## src/rtl/pong_pkg.sv

```systemverilog
// Shared pong constants: screen limits, colours, paddle geometry and the
// ball stepper state type.
package pong_pkg;

    localparam logic [7:0] X_MAX     = 8'd159;
    localparam logic [6:0] Y_MAX     = 7'd119;
    localparam logic [7:0] X_START   = 8'd80;
    localparam logic [6:0] Y_START   = 7'd60;
    localparam logic [7:0] PADDLE1_X = 8'd2;
    localparam logic [7:0] PADDLE2_X = 8'd157;
    localparam int         PADDLE_LEN = 12;

    localparam logic [2:0] BALL_COLOR = 3'b111;
    localparam logic [2:0] BG_COLOR   = 3'b000;

    // HOLD_CYCLES must cover the output-mux sampling period of 4 clocks.
    localparam int HOLD_CYCLES     = 4;
    localparam int FRAMES_PER_STEP = 4;

    typedef enum logic [1:0] {
        IDLE   = 2'd0,
        ERASE  = 2'd1,
        UPDATE = 2'd2,
        DRAW   = 2'd3
    } ball_state_t;

endpackage

```

## src/rtl/ball_move_if.sv

```systemverilog
// Control and pixel-stream bundle between the ball stepper and the rest of
// the pong game.
interface ball_move_if;
    logic       frame_tick;
    logic       enable;
    logic [6:0] paddle1y;
    logic [6:0] paddle2y;
    logic [7:0] x_out_b;
    logic [6:0] y_out_b;
    logic [2:0] color_out_b;
    logic       busy;
    logic       score_p1;
    logic       score_p2;

    modport master (
        input  frame_tick, enable, paddle1y, paddle2y,
        output x_out_b, y_out_b, color_out_b, busy, score_p1, score_p2
    );

    modport slave (
        output frame_tick, enable, paddle1y, paddle2y,
        input  x_out_b, y_out_b, color_out_b, busy, score_p1, score_p2
    );
endinterface

```

## src/rtl/ball_collide.sv

```systemverilog
// Next-position logic for one ball step: wall bounce, paddle hit and score.
// Purely combinational; direction bits are 1 for +1 and 0 for -1.
module ball_collide
    import pong_pkg::*;
(
    input  logic [7:0] bx,
    input  logic [6:0] by,
    input  logic       dx_pos,
    input  logic       dy_pos,
    input  logic [6:0] paddle1y,
    input  logic [6:0] paddle2y,
    output logic [7:0] next_bx,
    output logic [6:0] next_by,
    output logic       next_dx_pos,
    output logic       next_dy_pos,
    output logic       score_p1,
    output logic       score_p2
);

    logic [7:0] by_w;
    logic [7:0] p1_lo, p1_hi, p2_lo, p2_hi;
    logic       in_p1, in_p2;

    // Span bounds widened to 8 bits so paddle rows near the bottom cannot wrap.
    assign by_w  = {1'b0, by};
    assign p1_lo = {1'b0, paddle1y};
    assign p2_lo = {1'b0, paddle2y};
    assign p1_hi = p1_lo + 8'(PADDLE_LEN - 1);
    assign p2_hi = p2_lo + 8'(PADDLE_LEN - 1);
    assign in_p1 = (by_w >= p1_lo) && (by_w <= p1_hi);
    assign in_p2 = (by_w >= p2_lo) && (by_w <= p2_hi);

    always_comb begin
        next_bx     = bx;
        next_by     = by;
        next_dx_pos = dx_pos;
        next_dy_pos = dy_pos;
        score_p1    = 1'b0;
        score_p2    = 1'b0;

        if (dy_pos && by == Y_MAX) begin
            next_dy_pos = 1'b0;
            next_by     = Y_MAX - 7'd1;
        end else if (!dy_pos && by == 7'd0) begin
            next_dy_pos = 1'b1;
            next_by     = 7'd1;
        end else if (dy_pos) begin
            next_by = by + 7'd1;
        end else begin
            next_by = by - 7'd1;
        end

        if (dx_pos && bx == PADDLE2_X - 8'd1 && in_p2) begin
            next_dx_pos = 1'b0;
            next_bx     = bx - 8'd1;
        end else if (!dx_pos && bx == PADDLE1_X + 8'd1 && in_p1) begin
            next_dx_pos = 1'b1;
            next_bx     = bx + 8'd1;
        end else if (dx_pos && bx == X_MAX) begin
            score_p1 = 1'b1;
        end else if (!dx_pos && bx == 8'd0) begin
            score_p2 = 1'b1;
        end else if (dx_pos) begin
            next_bx = bx + 8'd1;
        end else begin
            next_bx = bx - 8'd1;
        end

        // A serve overrides both axes; vertical direction is kept as it was.
        if (score_p1 || score_p2) begin
            next_bx     = X_START;
            next_by     = Y_START;
            next_dx_pos = score_p1;
            next_dy_pos = dy_pos;
        end
    end

endmodule

```

## src/rtl/ball_move.sv

```systemverilog
// Ball stepper: every FRAMES_PER_STEP frames erase the ball pixel, move it,
// then redraw it, holding each pixel long enough for the output mux.
module ball_move
    import pong_pkg::*;
(
    input  logic        clk,
    input  logic        reset_co,
    ball_move_if.master bus
);

    localparam int FCNT_W = $clog2(FRAMES_PER_STEP);
    localparam int HCNT_W = $clog2(HOLD_CYCLES);

    ball_state_t       state;
    logic [7:0]        bx;
    logic [6:0]        by;
    logic              dx_pos;
    logic              dy_pos;
    logic [FCNT_W-1:0] fcnt;
    logic [HCNT_W-1:0] hcnt;

    logic [7:0] next_bx;
    logic [6:0] next_by;
    logic       next_dx_pos;
    logic       next_dy_pos;
    logic       hit_score_p1;
    logic       hit_score_p2;

    ball_collide u_collide (
        .bx          (bx),
        .by          (by),
        .dx_pos      (dx_pos),
        .dy_pos      (dy_pos),
        .paddle1y    (bus.paddle1y),
        .paddle2y    (bus.paddle2y),
        .next_bx     (next_bx),
        .next_by     (next_by),
        .next_dx_pos (next_dx_pos),
        .next_dy_pos (next_dy_pos),
        .score_p1    (hit_score_p1),
        .score_p2    (hit_score_p2)
    );

    always_ff @(posedge clk or negedge reset_co) begin
        if (!reset_co) begin
            state           <= IDLE;
            bx              <= X_START;
            by              <= Y_START;
            dx_pos          <= 1'b1;
            dy_pos          <= 1'b1;
            fcnt            <= '0;
            hcnt            <= '0;
            bus.x_out_b     <= X_START;
            bus.y_out_b     <= Y_START;
            bus.color_out_b <= BALL_COLOR;
            bus.busy        <= 1'b0;
            bus.score_p1    <= 1'b0;
            bus.score_p2    <= 1'b0;
        end else begin
            case (state)
                IDLE: begin
                    if (bus.frame_tick && bus.enable) begin
                        if (fcnt == FCNT_W'(FRAMES_PER_STEP - 1)) begin
                            fcnt            <= '0;
                            state           <= ERASE;
                            bus.busy        <= 1'b1;
                            bus.color_out_b <= BG_COLOR;
                        end else begin
                            fcnt <= fcnt + 1'b1;
                        end
                    end
                end
                ERASE: begin
                    if (hcnt == HCNT_W'(HOLD_CYCLES - 1)) begin
                        hcnt  <= '0;
                        state <= UPDATE;
                    end else begin
                        hcnt <= hcnt + 1'b1;
                    end
                end
                UPDATE: begin
                    bx              <= next_bx;
                    by              <= next_by;
                    dx_pos          <= next_dx_pos;
                    dy_pos          <= next_dy_pos;
                    bus.x_out_b     <= next_bx;
                    bus.y_out_b     <= next_by;
                    bus.color_out_b <= BALL_COLOR;
                    bus.score_p1    <= hit_score_p1;
                    bus.score_p2    <= hit_score_p2;
                    state           <= DRAW;
                end
                DRAW: begin
                    bus.score_p1 <= 1'b0;
                    bus.score_p2 <= 1'b0;
                    if (hcnt == HCNT_W'(HOLD_CYCLES - 1)) begin
                        hcnt     <= '0;
                        state    <= IDLE;
                        bus.busy <= 1'b0;
                    end else begin
                        hcnt <= hcnt + 1'b1;
                    end
                end
                default: state <= IDLE;
            endcase
        end
    end

endmodule

```

## src/flat_wrapper.sv

```systemverilog
// flat-port wrapper written by rule: the top's interface ports become plain ports
module ball_move_flat import pong_pkg::*;
  (clk, reset_co, bus_frame_tick, bus_enable, bus_paddle1y, bus_paddle2y, bus_x_out_b, bus_y_out_b, bus_color_out_b, bus_busy, bus_score_p1, bus_score_p2);
  ball_move_if bus_i ();
  input  logic clk;
  input  logic reset_co;
  input wire logic [$bits(bus_i.frame_tick)-1:0] bus_frame_tick;
  input wire logic [$bits(bus_i.enable)-1:0] bus_enable;
  input wire logic [$bits(bus_i.paddle1y)-1:0] bus_paddle1y;
  input wire logic [$bits(bus_i.paddle2y)-1:0] bus_paddle2y;
  output wire logic [$bits(bus_i.x_out_b)-1:0] bus_x_out_b;
  output wire logic [$bits(bus_i.y_out_b)-1:0] bus_y_out_b;
  output wire logic [$bits(bus_i.color_out_b)-1:0] bus_color_out_b;
  output wire logic [$bits(bus_i.busy)-1:0] bus_busy;
  output wire logic [$bits(bus_i.score_p1)-1:0] bus_score_p1;
  output wire logic [$bits(bus_i.score_p2)-1:0] bus_score_p2;
  assign bus_i.frame_tick = bus_frame_tick;
  assign bus_i.enable = bus_enable;
  assign bus_i.paddle1y = bus_paddle1y;
  assign bus_i.paddle2y = bus_paddle2y;
  assign bus_x_out_b = bus_i.x_out_b;
  assign bus_y_out_b = bus_i.y_out_b;
  assign bus_color_out_b = bus_i.color_out_b;
  assign bus_busy = bus_i.busy;
  assign bus_score_p1 = bus_i.score_p1;
  assign bus_score_p2 = bus_i.score_p2;
  ball_move u_core (.clk(clk), .reset_co(reset_co), .bus(bus_i));
endmodule
```

## config.mk

```make
export PLATFORM = sky130hd
export DESIGN_NAME = ball_move_flat
export DESIGN_NICKNAME = d
export VERILOG_FILES = /design/src/rtl/pong_pkg.sv /design/src/rtl/ball_move_if.sv /design/src/rtl/ball_collide.sv /design/src/rtl/ball_move.sv /design/src/flat_wrapper.sv
export SDC_FILE = /design/constraint.sdc
export NUM_CORES = 1
export LEC_CHECK = 0
export ABC_CLOCK_PERIOD_IN_PS = 6700
export CORE_ASPECT_RATIO = 0.9
export CORE_MARGIN = 5
export CORE_UTILIZATION = 59
export CTS_CLUSTER_DIAMETER = 80
export CTS_CLUSTER_SIZE = 28
export DETAILED_ROUTE_END_ITERATION = 16
export PLACE_DENSITY = 0.95
export SYNTH_ARGS = -nofsm -noshare
export SYNTH_HDL_FRONTEND = slang
export SYNTH_SLANG_ARGS = --single-unit
```

## constraint.sdc

```tcl
create_clock -name clk -period 6.7 [get_ports clk]
set_input_delay 1.34 -clock clk [delete_from_list [all_inputs] [get_ports clk]]
set_output_delay 1.34 -clock clk [all_outputs]
set_load 0.005 [all_outputs]
```

Word level (Yosys, flattened, before mapping)
Cells that the tools add are included.

Bits in registers: 29. Output and inout bits: 21. Logic and storage cells: 107.

Add/subtract/negate cells: 8. Magnitude comparators: 4. Equality and inequality tests: 15. Mux-type cells: 38. Bitwise logic cells: 1. Reductions and logical operators: 30.

Operator list (count): $mux W8 (6); $mux W7 (4); $add A7 B4 Y8 const B (2); $eq A8 B8 Y1 const B (2); $le A7 B8 Y1 (2); $mux W1 (15); $ge A7 B7 Y1 (2); $mux W2 (6); $logic_and A1 B1 Y1 (11); $reduce_and A3 Y1 (3); $add A8 B1 Y8 const B (1); $eq A2 B2 Y1 const B (4); $eq A8 B2 Y1 const B (1); $logic_not A8 Y1 (1); $ne A2 B1 Y1 const B (4); $ne A4 B3 Y1 const B (2); $pmux W2 S4 (1); $reduce_and A4 Y1 (2); $reduce_bool A2 Y1 (4); $sub A8 B1 Y8 const B (1); $add A7 B1 Y7 const B (1); $eq A7 B7 Y1 const B (1); $logic_not A7 Y1 (1); $sub A7 B1 Y7 const B (1); 12 further kinds (18).

Logic depth before layout (Yosys ltp)
Gate-level depths: netlist (run 1).

Word-level depth: 9. Mapped depth: 14. Gate-level depth less buffers: 13.

Hierarchy
A second synthesis (run 1) with hierarchy kept.

Cells, all modules: 314. Area total of the unflattened synthesis: 2889.0 um^2.

Modules (own cells, without submodules): ball_collide (times used 1, cells an instance 232, area each 1694.1 um^2); ball_move (times used 1, cells an instance 82, area each 1194.9 um^2).

Least setup slack after synthesis (run 1)
Ideal clock, no wire load.

Kind: input to register. Start point: input port bus_paddle1y[0]. End point: register u_core.bus.x_out_b[5]. Library setup time: 125 ps. Arrival: 3790 ps. Data required time: 6575 ps. Path slack: 2785 ps. Cell stages on the path: 13. Path buffers: 0. Path through: inv_1 ha_1 o21a_1 or3_1 xnor2_1 ha_1 nand3_1 nor2_1 o31ai_2 and4b_4 o21ai_4 mux2i_1 mux2_2.

Cells in the longest elaborated chain, start to end: 9.

Ends and longest elaborated chain: from (decl) (RTL line flat_wrapper.sv:9) `input wire logic [$bits(bus_i.paddle1y)-1:0] bus_paddle1y;`; $add A7 B4 Y8 (RTL line ball_collide.sv:28) `assign p1_hi = p1_lo + 8'(PADDLE_LEN - 1);`; $le A7 B8 Y1 (RTL line ball_collide.sv:30) `assign in_p1 = (by_w >= p1_lo) && (by_w <= p1_hi);`; $logic_and A1 B1 Y1 (*) (RTL line ball_collide.sv:30); $logic_and A1 B1 Y1 (*) (RTL line ball_collide.sv:56) `end else if (!dx_pos && bx == PADDLE1_X + 8'd1 && in_p1) begin`; $mux W1 (RTL line ball_collide.sv:56); $mux W1 (RTL line ball_collide.sv:53) `if (dx_pos && bx == PADDLE2_X - 8'd1 && in_p2) begin`; $logic_or A1 B1 Y1 (RTL line ball_collide.sv:70) `if (score_p1 || score_p2) begin`; $ne A4 B3 Y1 (no line); $reduce_and A3 Y1 (no line); to (signal assigned) (RTL line ball_move.sv:86) `bus.x_out_b <= next_bx;`; to (decl) (RTL line ball_move_if.sv:17) `output x_out_b, y_out_b, color_out_b, busy, score_p1, score_p2`.

Every way passes the cells marked *; elsewhere a longest branch is shown, timed or not. A chain may end at the register's enable or synchronous reset.

Worst setup path in the final report (run 1)
Start point: input port bus_paddle1y[0]. End point: register u_core.bus.x_out_b[3].

The elaborated chain is that of the path after synthesis.

==> results.cfg, run 1 <==
[outcome]
status = finished clean

[pwr]
p_leak_uw = 0.00139
vdd_ir_drop_max_mv = 0.300
cellPowerDensity_mw_per_mm2 = 350

[synthesis]
ys.warnings.count = 0
synthFlopType = dfrtp_1
syn-mean-instance-area_um2 = 8.73
synth_top_area_cell = ha_1
synthTopCellsByArea = ha_1 (21%), dfrtp_1 (17%), dfstp_2 (9.0%)
syn_inst = 301
synth_edf_count = 0
syn_nets = 364
yosysSeqAreaShare = 0.261
synth_cell_types = 51
syn_area_mm2 = 0.00263
synth.top_cell.area_share = 0.210
ys_ff_latch = 27
ys_async_sr_fraction = 1.00

[final_layout]
nFillCells = 339
layout_common_cells = ha_1 (44), clkdlybuf4s50_1 (38), inv_1 (27)
diodes = 0
syn2layout_area_growth_pct = 18.1
layout.cells.most_common = ha_1
design_area_mm2 = 0.00310
fin_nets = 400
drive_gt1_frac = 0.0744

[drt]
drt_iter0_drc = 233
drt-total-wl_um = 6380
drc = 0
wl_per_cell_um = 16.0
avgViaCountPerCell = 6.17
ant_nets = 0
vias = 2454
drtPass1Iterations = 4

[clock_network]
cts_tree = done
cts_buffers = 3
cts.sinks = 27
post_cts_buffers = 0
cts-root-buf = clkbuf_8
cts_resized = 0
htreeDepth = 1
cts_hold_buffers = 0
clock_path_buffers = 2
insertion_delay_ns = 0.28
clk_pin_slew_ns = 0.10

[critical_path]
critPathLaunchType = input pin
r2r-start = u_core.bus.y_out_b[3]
cp-end-kind = flop
reg2reg_slack_ns = 3.73
worstSetupPathType = input pin to flop
r2r-end = u_core.bus.x_out_b[3]
worst-path-max-fanout = 13
arrival_ns = 4.91
r2r_cells = 9
cp_data_required_time_ns = 6.89

[die]
core-area_mm2 = 0.00437
row_count = 23
die_w_um = 80.3
dieArea_mm2 = 0.00589
fp.dieH_um = 73.3
ioPinCount = 39
initial_utilization = 0.601

[sta]
finalHoldViolCount = 0
slew_violations = 0
min_period_ns = 4.72
skew_ns = 0.00118
rsz0062_at_grt = no
setup_viol = 0
timing.fmax_mhz = 212
fin_setup_tns_ns = 0
fin_crit_sh = 0.705
worstMarginPinSlew_ns = 1.10
slew_headroom = 0.266

[worst_hold_path]
min_from = u_core.bus.x_out_b[6]
whs_path_depth = 2
hold_class = flop to flop
hold_end = u_core.bus.x_out_b[6]

[grt]
antenna_found_initial = 0
grt_usage = 0.227
grt_pass1_wl_um = 10700
grt_pass1_vias = 2372
gr-total-overflow = 0
grt_max_degree = 37

[placement]
place.gp.congestion = 0.917
dpl_cell_area_mm2 = 0.00305
place_hpwl_um = 4990
port_buffers = 38

[run]
cap_violations = 0
## stage by stage
| step | hold slack, ns | worst slack [ns] | cells | utilization | total power (uW) |
|---|---|---|---|---|---|
| global route | 0.527 | 1.76 | 398 | 0.709 | 1190 |
| detailed placement | 0.487 | 1.77 | 394 | 0.698 | 981 |
| finish | 0.501 | 1.98 | 398 | 0.709 | 1080 |
| CTS | 0.503 | 2.05 | 398 | 0.709 | 1080 |
| global placement | 0.475 | 1.98 | 394 | 0.698 | 938 |
| floorplan | 0.466 | 2.79 | 301 | - | 756 |
## synthesized netlist by cell type (4+ instances only)
library cell / n
o21a_1: 7
nand2_1: 19
nor2_1: 21
ha_1: 44
xnor2_1: 11
nand3_1: 16
inv_1: 27
a21o_1: 6
nand4_1: 4
nor2b_1: 4
nor3_1: 7
mux2_2: 5
a21oi_1: 17
o21ai_0: 15
a31oi_1: 7
dfrtp_1: 18
clkbuf_1: 4
dfstp_2: 9
o2111ai_1: 4
## worst max path at each step
| stage | start | endpoint | slack (ns) | depth (start not counted) |
|---|---|---|---|---|
| 5_1_grt | bus_paddle1y[0] | u_core.bus.x_out_b[3] | 1.76 | 14 |
| 6_report | bus_paddle1y[0] | u_core.bus.x_out_b[3] | 1.98 | 14 |
| 4_1_cts | bus_paddle1y[0] | u_core.bus.x_out_b[3] | 2.05 | 14 |
| 3_5_place_dp | bus_paddle1y[0] | u_core.bus.x_out_b[3] | 1.77 | 14 |
| 3_3_place_gp | bus_paddle1y[0] | u_core.bus.x_out_b[3] | 1.98 | 14 |
| 2_1_floorplan | bus_paddle1y[0] | u_core.bus.x_out_b[5] | 2.79 | 13 |
## registers in the layout, indices dropped and copies added, names as in the netlist
signal and flops:
u_core.dy_pos 1, u_core.bus.x_out_b 8, u_core.dx_pos 1, u_core.bus.score_p2 1
u_core.bus.y_out_b 7, u_core.fcnt 2, u_core.bus.score_p1 1, u_core.bus.color_out_b 1
u_core.hcnt 2, u_core.bus.busy 1, u_core.state 2
## cell type report
type / instances / area (um^2) / share of cell area
flip-flops and latches: 27 / 687 / 0.221
clock inverters: 1 / 8.76 / 0.00282
multi-input cells: 239 / 1800 / 0.580
clock buffers: 3 / 41.3 / 0.0133
repair buffers: 39 / 388 / 0.125
inverters: 27 / 101 / 0.0327
well taps: 62 / 77.6 / 0.0250
## worst max-delay path, stage by stage
cell	delay [ns]
clkdlybuf4s50_1	0.54
inv_1	0.10
ha_1	0.22
o21a_1	0.21
or3_1	0.33
xnor2_1	0.13
ha_1	0.31
nand3_1	0.10
nor2_1	0.06
o31ai_2	0.37
a21oi_1	0.19
o21ai_2	0.47
nand2_1	0.20
o311ai_1	0.33
## power by group
part,switching [uW],total [uW],internal [uW]
clock,55.4,99.2,43.7
sequential,102,334,232
combinational,328,651,323
## kinds of logic (layout without fill, tap and decap cells)
group	after synthesis	in the layout	synth area share
compound gates	82	82	0.217
xor+xnor	14	14	0.0467
fa+ha+maj	45	45	0.217
buf+inv	35	70	0.0538
flops	27	27	0.261
mux	8	8	0.0329
simple gates	90	90	0.171
## metal layers
metal	GRT usage	up-vias	wire [um]
met1	0.290	1159	2690
met4	0.0826	0	179
met3	0.0453	19	412
li1	-	1171	-
met2	0.381	105	3090
met5	0	-	0
No activity file was read; power rests on OpenSTA's default activity.
==> run 2, diff against run 1 <==
--- a/config.mk
+++ b/config.mk
@@ -5,14 +5,14 @@
 export SDC_FILE = /design/constraint.sdc
 export NUM_CORES = 1
 export LEC_CHECK = 0
-export ABC_CLOCK_PERIOD_IN_PS = 6700
+export ABC_CLOCK_PERIOD_IN_PS = 4650
 export CORE_ASPECT_RATIO = 0.9
 export CORE_MARGIN = 5
-export CORE_UTILIZATION = 59
+export CORE_UTILIZATION = 55
 export CTS_CLUSTER_DIAMETER = 80
 export CTS_CLUSTER_SIZE = 28
 export DETAILED_ROUTE_END_ITERATION = 16
-export PLACE_DENSITY = 0.95
+export PLACE_DENSITY = 0.91
 export SYNTH_ARGS = -nofsm -noshare
 export SYNTH_HDL_FRONTEND = slang
 export SYNTH_SLANG_ARGS = --single-unit
==> constraint.sdc (replaced) <==
create_clock -name clk -period 4.65 [get_ports clk]
set_input_delay 0.93 -clock clk [delete_from_list [all_inputs] [get_ports clk]]
set_output_delay 0.93 -clock clk [all_outputs]
set_load 0.005 [all_outputs]
==> run 2 against run 1 <==
  * Global-route usage shrank 2.3 points
  * Cell count grew 0.25%
  * Critical path type unchanged
  * Highest routed layer unchanged
  * Design area grew 0.24%
==> results.cfg, run 2 (synthesis gave the netlist of run 1 again) <==
[outcome]
status = finished clean

[critical_path]
worst-path-max-fanout = 5
r2r_cells = 9
worstSetupPathType = input pin to flop
critPathTopFamily = compound AO/OA/AOI/OAI gates
cp_data_required_time_ns = 4.84
path_depth = 13
r2r-end = u_core.bus.x_out_b[5]
crit_end = u_core.bus.x_out_b[7]
crit_path_frequent_cell = ha_1
reg2reg_slack_ns = 1.83
setup.worst_path.start = bus_paddle1y[0]
critical_path_buf_inv_count = 2
path_cells = clkdlybuf4s50_1, inv_1, ha_1, o21a_1, or3_1, xnor2_1, ha_1, a21boi_0, o31ai_2, a31oi_1, nor3_1, a2111o_1, o221ai_1
arrival_ns = 4.22
max_stage_delay_ns = 0.53
cp-end-kind = flop
critPathLaunchType = input pin
crit_slowest_cell = clkdlybuf4s50_1
r2r-start = u_core.bus.y_out_b[5]

[sta]
min_period_ns = 4.02
rsz0062_at_grt = no
fin_crit_sh = 0.865
setup_viol = 0
timing.fmax_mhz = 249
fin_setup_tns_ns = 0
finalHoldViolCount = 0
slew_headroom = 0.220
worst_slack_ns = 0.626
skew_ns = 0.00354
worstMarginPinSlew_ns = 1.17
slew_violations = 0
hold_ws_ns = 0.494

[grt]
antenna_found_initial = 0
grt_max_degree = 37
grt_pass1_vias = 2357
grt_pass1_wl_um = 10800
gr-total-overflow = 0
grt_usage = 0.204

[drt]
avgViaCountPerCell = 5.92
met2_wirelength_um = 2950
top_layer = met4
drtPass1Iterations = 4
wl_met3_um = 436
drt_iter0_drc = 189
wl_per_cell_um = 15.2
drt-total-wl_um = 6080
drc = 0
ant_nets = 0
vias = 2364
wl_met1_um = 2650

[pwr]
clkPwrFrac = 0.093
power_switching_share = 0.444
p_leak_uw = 0.00140
internal_power_uw = 862
p_sw_uw = 689
pwr-share-seq = 0.312
p_comb_frac = 0.594
finalPower_uw = 1550
vdd_ir_drop_max_mv = 0.387
cellPowerDensity_mw_per_mm2 = 499

[final_layout]
largest_registers = u_core.bus.x_out_b: 8 flops, u_core.bus.y_out_b: 7 flops
final_util = 0.684
largest_reg_flops = 8
syn2layout_area_growth_pct = 18.4
layout_common_cells = ha_1 (44), clkdlybuf4s50_1 (38), inv_1 (27)
fin_nets = 401
drive_gt1_frac = 0.0772
top_register = u_core.bus.x_out_b
diodes = 0
layout.cells.most_common = ha_1

[clock_network]
cts_resized = 0
cts.sinks = 27
post_cts_buffers = 0
clock_path_buffers = 2
insertion_delay_ns = 0.28
cts_tree = done
cts-root-buf = clkbuf_8
htreeDepth = 1
cts_buffers = 3
cts_hold_buffers = 0
clk_pin_slew_ns = 0.10

[placement]
place_hpwl_um = 4720
pre_cts_ws_ns = 0.352
port_buffers = 38
place.gp.congestion = 0.967

[die]
ioPinCount = 39
fp.dieH_um = 75.6
core-area_mm2 = 0.00455
dieArea_mm2 = 0.00626
die_w_um = 82.9
initial_utilization = 0.578
row_count = 23

[worst_hold_path]
hold_class = flop to flop

[run]
cap_violations = 0
## run 2: changes by cell type in the layout (fill, tap and decap cells not counted), sizes merged
cell	delta
buf	+1
## run 2: final cells by class
class / instances / area, um^2
clock buffers: 3 / 41.3
clock inverters: 1 / 8.76
fillers: 386 / 1440
inverters: 27 / 101
multi-input cells: 239 / 1800
flip-flops and latches: 27 / 687
well taps: 62 / 77.6
repair buffers: 40 / 395
## run 2: tightest hold or removal path: cells and delay by family, from the launching register on
family / cells / cell delay (ns)
flops: 1 / 0.40
buf+inv: 1 / 0.05
compound gates: 1 / 0.05
## run 2: metrics by stage
| step | cell area, um^2 | instances |
|---|---|---|
| detailed placement | 3060 | 395 |
| floorplan | 2630 | 301 |
| global route | 3110 | 399 |
| global placement | 3060 | 395 |
| CTS | 3110 | 399 |
| finish | 3110 | 399 |
## run 2: metal layers
| layer | vias to the layer above | track usage |
|---|---|---|
| met5 | - | 0 |
| met1 | 1093 | 0.262 |
| met2 | 82 | 0.367 |
| met3 | 8 | 0.0378 |
| li1 | 1181 | - |
| met4 | 0 | 0.0454 |
## run 2: power by group through the flow
stage               Clock [uW]  Combinational [uW]  Sequential (uW)
floorplan                    0                 653              436
global placement             0                 877              479
detailed placement           0                 917              485
CTS                        148                 925              482
global route               157                1050              503
finish                     145                 922              484
## run 2: worst min path at each step
stage,from,to,slack [ns],cells after the start
2_1_floorplan,u_core.bus.x_out_b[6],u_core.bus.x_out_b[6],0.47,2
3_3_place_gp,u_core.bus.x_out_b[6],u_core.bus.x_out_b[6],0.47,2
3_5_place_dp,u_core.bus.x_out_b[6],u_core.bus.x_out_b[6],0.48,2
4_1_cts,u_core.bus.x_out_b[6],u_core.bus.x_out_b[6],0.50,2
5_1_grt,u_core.bus.x_out_b[6],u_core.bus.x_out_b[6],0.51,2
6_report,u_core.bus.x_out_b[6],u_core.bus.x_out_b[6],0.49,2
==> run 3, diff against run 2 <==
--- a/config.mk
+++ b/config.mk
@@ -13,6 +13,8 @@
 export CTS_CLUSTER_SIZE = 28
 export DETAILED_ROUTE_END_ITERATION = 16
 export PLACE_DENSITY = 0.91
+export SKIP_CTS_REPAIR_TIMING = 1
 export SYNTH_ARGS = -nofsm -noshare
 export SYNTH_HDL_FRONTEND = slang
 export SYNTH_SLANG_ARGS = --single-unit
+export TNS_END_PERCENT = 30
==> results of run 3 <==
No change in the layout: final DEF, timing and power equal those of run 2.
==> variant 1 (config.mk and constraints of run 2) <==
Re-encode `ball_state_t` (4 states) as Gray code, 2 bits wide.
--- a/src/rtl/pong_pkg.sv
+++ b/src/rtl/pong_pkg.sv
@@ -19,8 +19,8 @@
 
     typedef enum logic [1:0] {
-        IDLE   = 2'd0,
-        ERASE  = 2'd1,
-        UPDATE = 2'd2,
-        DRAW   = 2'd3
+        IDLE   = 2'b00,
+        ERASE  = 2'b01,
+        UPDATE = 2'b11,
+        DRAW   = 2'b10
     } ball_state_t;
 
Formal check against the unedited RTL: no difference found for any inputs over 10 cycles, from zero or initial values and one cycle with reset_co low; not proved beyond that.
==> variant 1 against run 2 <==
- clock skew grew 0.0019 ns
- sequential cell count is the same
- wire length grew 7.2%
- sequential power grew 10%
- design area grew 1.3%
- total power grew 13%
- maximum frequency shrank 1.8%
- synthesized cell count is the same
- setup slack lost 0.073 ns
- area after synthesis grew 1.0%
- critical path type unchanged
- largest power group unchanged
- highest routed layer unchanged
==> variant 1: results (changes against run 2) <==
Global route
  – Vias in the first global route: 2428 (+3.0%)
  – First-pass GRT wire length: 11100 um (+2.9%)
  – Gr usage total: 20.4% (about the same)
  – Pin count of the biggest net entering global routing: 24 (-35%)

Critical path
  – CP arrival: 4.27 ns (+0.05 ns)
  – R2R Setup Slk: 1.53 ns (-0.30 ns)
  – CP Launch Point: bus_paddle1y[0]
  – Reg2reg path depth: 10 (+1)
  – CP Max Fanout: 8 (+3)
  – Worst flop-to-flop path startpoint: u_core.bus.y_out_b[0]$_DFFE_PN0P_

Synth
  – Mux share of post-synthesis cell area: 2.40% (-0.88 points)
  – Adder-Cell Fraction of Synth Area: 21.5% (-0.23 points)
  – Sequential cell area fraction in the yosys report: 25.9% (-0.27 points)
  – Complex-gate fraction of the synthesized area: 22.9% (+1.2 points)
  – Largest cells by area after synthesis: ha_1 (21%), dfrtp_1 (17%), dfstp_2 (8.9%)
  – Yosys cell types: 55 (+7.8%)

Hold path
  – Worst Hold Launch: u_core.bus.x_out_b[4]$_DFFE_PN1P_

Final layout
  – Fillers: 385 (-0.26%)
  – Share of cells above drive strength 1: 8.24% (+0.52 points)
  – Nets: 404 (+0.75%)

Timing
  – Max Clock Skew: 0.00545 ns (+0.00191 ns)
  – Minimum clock period: 4.10 ns (+0.0733 ns)
  – Max transition margin: 29.1% (+7.1 points)

Detailed routing
  – Wire per inst: 16.1 um (+5.6%)
  – Via/cell ratio: 6.05 (+2.1%)
  – DR iter-0 viols: 235 (+24%)

Place
  – Dpl hpwl: 4920 um (+4.3%)
  – Final Wtd Congestion: 0.955 (-1.2%)
  – Pre-CTS WS: 0.318 ns (-0.0331 ns)

Run status
  – Status: finished clean

Pwr
  – Peak VDD IR: 503 uV (+30%)
==> variant 1: cell families (layout without fill, tap and decap cells) <==
kind of cell	count (synthesis)	in the layout
simple gates	88	88
compound gates	87	87
fa+ha+maj	45	45
buf+inv	34	73
flops	27	27
xor+xnor	14	14
mux	6	6
==> variant 1: stage by stage <==
step           utilization (%)  cells  total power (uW)  cell area [um2]  hold WS, ns
3_5_place_dp              65.0    401              1600             3100        0.496
5_1_grt                   66.0    405              1930             3150        0.538
2_1_floorplan                -    301              1220             2660        0.480
6_report                  66.0    405              1760             3150        0.509
3_3_place_gp              65.0    401              1540             3100        0.490
4_1_cts                   66.0    405              1750             3150        0.510
==> variant 1: final cells by class <==
cell class / count / area share [%]
inverters: 29 / 3.45
clock buffers: 3 / 1.31
clock inverters: 1 / 0.238
repair buffers: 40 / 12.5
multi-input cells: 240 / 58.1
well taps: 65 / 2.58
flip-flops and latches: 27 / 21.8
==> variant 1: path summary, 6_finish.rpt <==
| path | to |
|---|---|
| max | u_core.bus.x_out_b[7]$_DFFE_PN0P_ |
| min | u_core.bus.x_out_b[4]$_DFFE_PN1P_ |
| max reg2reg | u_core.bus.x_out_b[7]$_DFFE_PN0P_ |
| min reg2reg | u_core.bus.x_out_b[4]$_DFFE_PN1P_ |
| max in group asynchronous | u_core.dx_pos$_DFFE_PN1P_ |
| min in group asynchronous | u_core.fcnt[0]$_DFFE_PN0P_ |
==> variant 1: tightest hold or removal path: stages, from the launching register on <==
cell and delay [ns]:
dfstp_2 0.40, inv_1 0.07, o21ai_2 0.05
==> variant 1: per-layer routing <==
metal / share of wire [%] / global-route usage [%] / vias to the layer above
li1: - / - / 1185
met1: 42 / 24.5 / 1136
met2: 48 / 37.3 / 105
met3: 7.3 / 4.45 / 24
met4: 2.2 / 4.25 / 0
met5: 0 / 0 / -
==> variant 1: report_power, final <==
group          leakage (uW)  switching (uW)  internal [uW]
sequential         0.000316             178            356
combinational       0.00107             536            549
clock             0.0000217            78.0           60.9
==> variant 2 (settings of run 2) <==
Made on the original files. The package constant `FRAMES_PER_STEP` goes from 4 to 16.
--- a/src/rtl/pong_pkg.sv
+++ b/src/rtl/pong_pkg.sv
@@ -16,5 +16,5 @@
     // HOLD_CYCLES must cover the output-mux sampling period of 4 clocks.
     localparam int HOLD_CYCLES     = 4;
-    localparam int FRAMES_PER_STEP = 4;
+    localparam int FRAMES_PER_STEP = 16;
 
     typedef enum logic [1:0] {
Check against the original RTL: not equivalent (a bounded check fails within 10 cycles, from zero or initial values and one cycle with reset_co low).
==> variant 2 against run 2 <==
- design area increased by 6.5%
- non-clock buffer count unchanged
- sequential cell count increased by 2
- setup slack improved by 0.061 ns
- first-iteration DRC count decreased by 11%
- wire length increased by 11%
- area after synthesis increased by 5.8%
- total power increased by 10%
- largest power group unchanged
- highest routed layer unchanged
==> variant 2: results (changes against run 2) <==
Clocking
  – H-tree levels: 2 (+1)
  – CTS clock-pin slew for the worst setup and hold paths: 0.07 ns (-0.03 ns)
  – Total CTS buffers: 5 (+2)

Detailed routing
  – DR iter-0 viols: 168 (-11%)
  – WL final: 6760 um (+11%)
  – Pre-antenna DRT Iters: 5 (+1)
  – Met3 Wirelength: 435 um (-0.23%)
  – Highest metal used: met4
  – M1 WL: 3010 um (+13%)
  – Via/cell ratio: 6.15 (+3.8%)
  – DR WL met2: 3180 um (+7.8%)

Critical path
  – CP arrival: 4.18 ns (-0.04 ns)
  – Delay of the slowest cell on the worst path: 0.51 ns (-0.02 ns)
  – Top delay family on crit path: simple AND/OR/NAND/NOR gates
  – CP Max Fanout: 12 (+7)

Final layout
  – #MultiIn Comb: 246 (+2.9%)
  – Sequential portion of the cell area: 22.2% (+0.16 points)
  – Final Instance Area: 3310 um2 (+6.5%)
  – Clock buffer cells: 6 (+3)
  – Non-clock buffers, area share: 11.9% (-0.78 points)
  – Fillers: 348 (-9.8%)
  – Non-Filler Instances: 416 (+4.3%)
  – Diodes inserted: 0 (unchanged)
  – Clock buf/inv share: 3.63% (+2.0 points)
  – Nets: 413 (+3.0%)
  – Non-CTS inverters: 28 (+3.7%)
  – Share of cells above drive strength 1: 10.3% (+2.5 points)
  – Largest registers: u_core.bus.x_out_b (8), u_core.bus.y_out_b (7), u_core.fcnt (4)
  – Multi-input gate share of the layout cell area: 56.6% (-1.3 points)

Synth
  – Largest cells by area after synthesis: ha_1 (20%), dfrtp_1 (18%), dfstp_2 (8.5%)
  – Yosys cell types: 55 (+7.8%)
  – Most frequent cells after synthesis: ha_1 (44), inv_1 (28), a21oi_1 (25)
  – Cells after synthesis: 311 (+3.3%)
  – Post-Synth XOR/XNOR Area: 6.30% (+1.6 points)
  – Syn nets: 374 (+2.7%)
  – Complex-gate fraction of the synthesized area: 20.5% (-1.1 points)
  – Sequential cell area fraction in the yosys report: 26.5% (+0.38 points)
  – Mux share of post-synthesis cell area: 2.66% (-0.63 points)

Global route
  – Met2 usage: 35.4% (-1.2 points)
  – Pin count of the biggest net entering global routing: 20 (-46%)
  – GRT met3 Usage: 4.45% (+0.67 points)
  – Vias in the first global route: 2558 (+8.5%)
  – Gr usage total: 21.1% (+0.66 points)
  – First-pass GRT wire length: 11500 um (+6.6%)
  – Met1 Track Usage GR: 27.0% (+0.81 points)

Place
  – Placement Cell Area: 3190 um2 (+4.3%)
  – Dpl hpwl: 5100 um (+8.2%)
  – Final Wtd Congestion: 0.918 (-5.1%)
  – Pre-CTS WS: 0.408 ns (+0.0563 ns)

Timing
  – Worst-Margin Slew: 0.784 ns (-0.386 ns)
  – Max Clock Skew: 0.0114 ns (+0.00790 ns)

Pwr
  – Peak VDD IR: 324 uV (-16%)
  – P_leak: 0.00148 uW (+5.8%)

Run status
  – Status: finished clean
variant 2: power breakdown:
group	internal, uW	total (uW)	switching [uW]
sequential	352	501	150
combinational	458	928	469
clock	174	276	102
total	984	1710	721
variant 2: worst paths after layout:
path	to	slack (ns)	start	cells after the start
setup reg to reg	u_core.bus.x_out_b[4]$_DFFE_PN1P_	1.89	u_core.bus.y_out_b[2]$_DFFE_PN1P_	9
max in group asynchronous	u_core.bus.y_out_b[5]$_DFFE_PN1P_	2.81	reset_co	2
setup / recovery	u_core.bus.x_out_b[7]$_DFFE_PN0P_	0.69	bus_paddle2y[0]	14
min in group asynchronous	u_core.bus.x_out_b[3]$_DFFE_PN0P_	1.09	reset_co	1
hold reg to reg	u_core.fcnt[3]$_DFFE_PN0P_	0.49	u_core.fcnt[3]$_DFFE_PN0P_	1
hold / removal	u_core.fcnt[3]$_DFFE_PN0P_	0.49	u_core.fcnt[3]$_DFFE_PN0P_	1
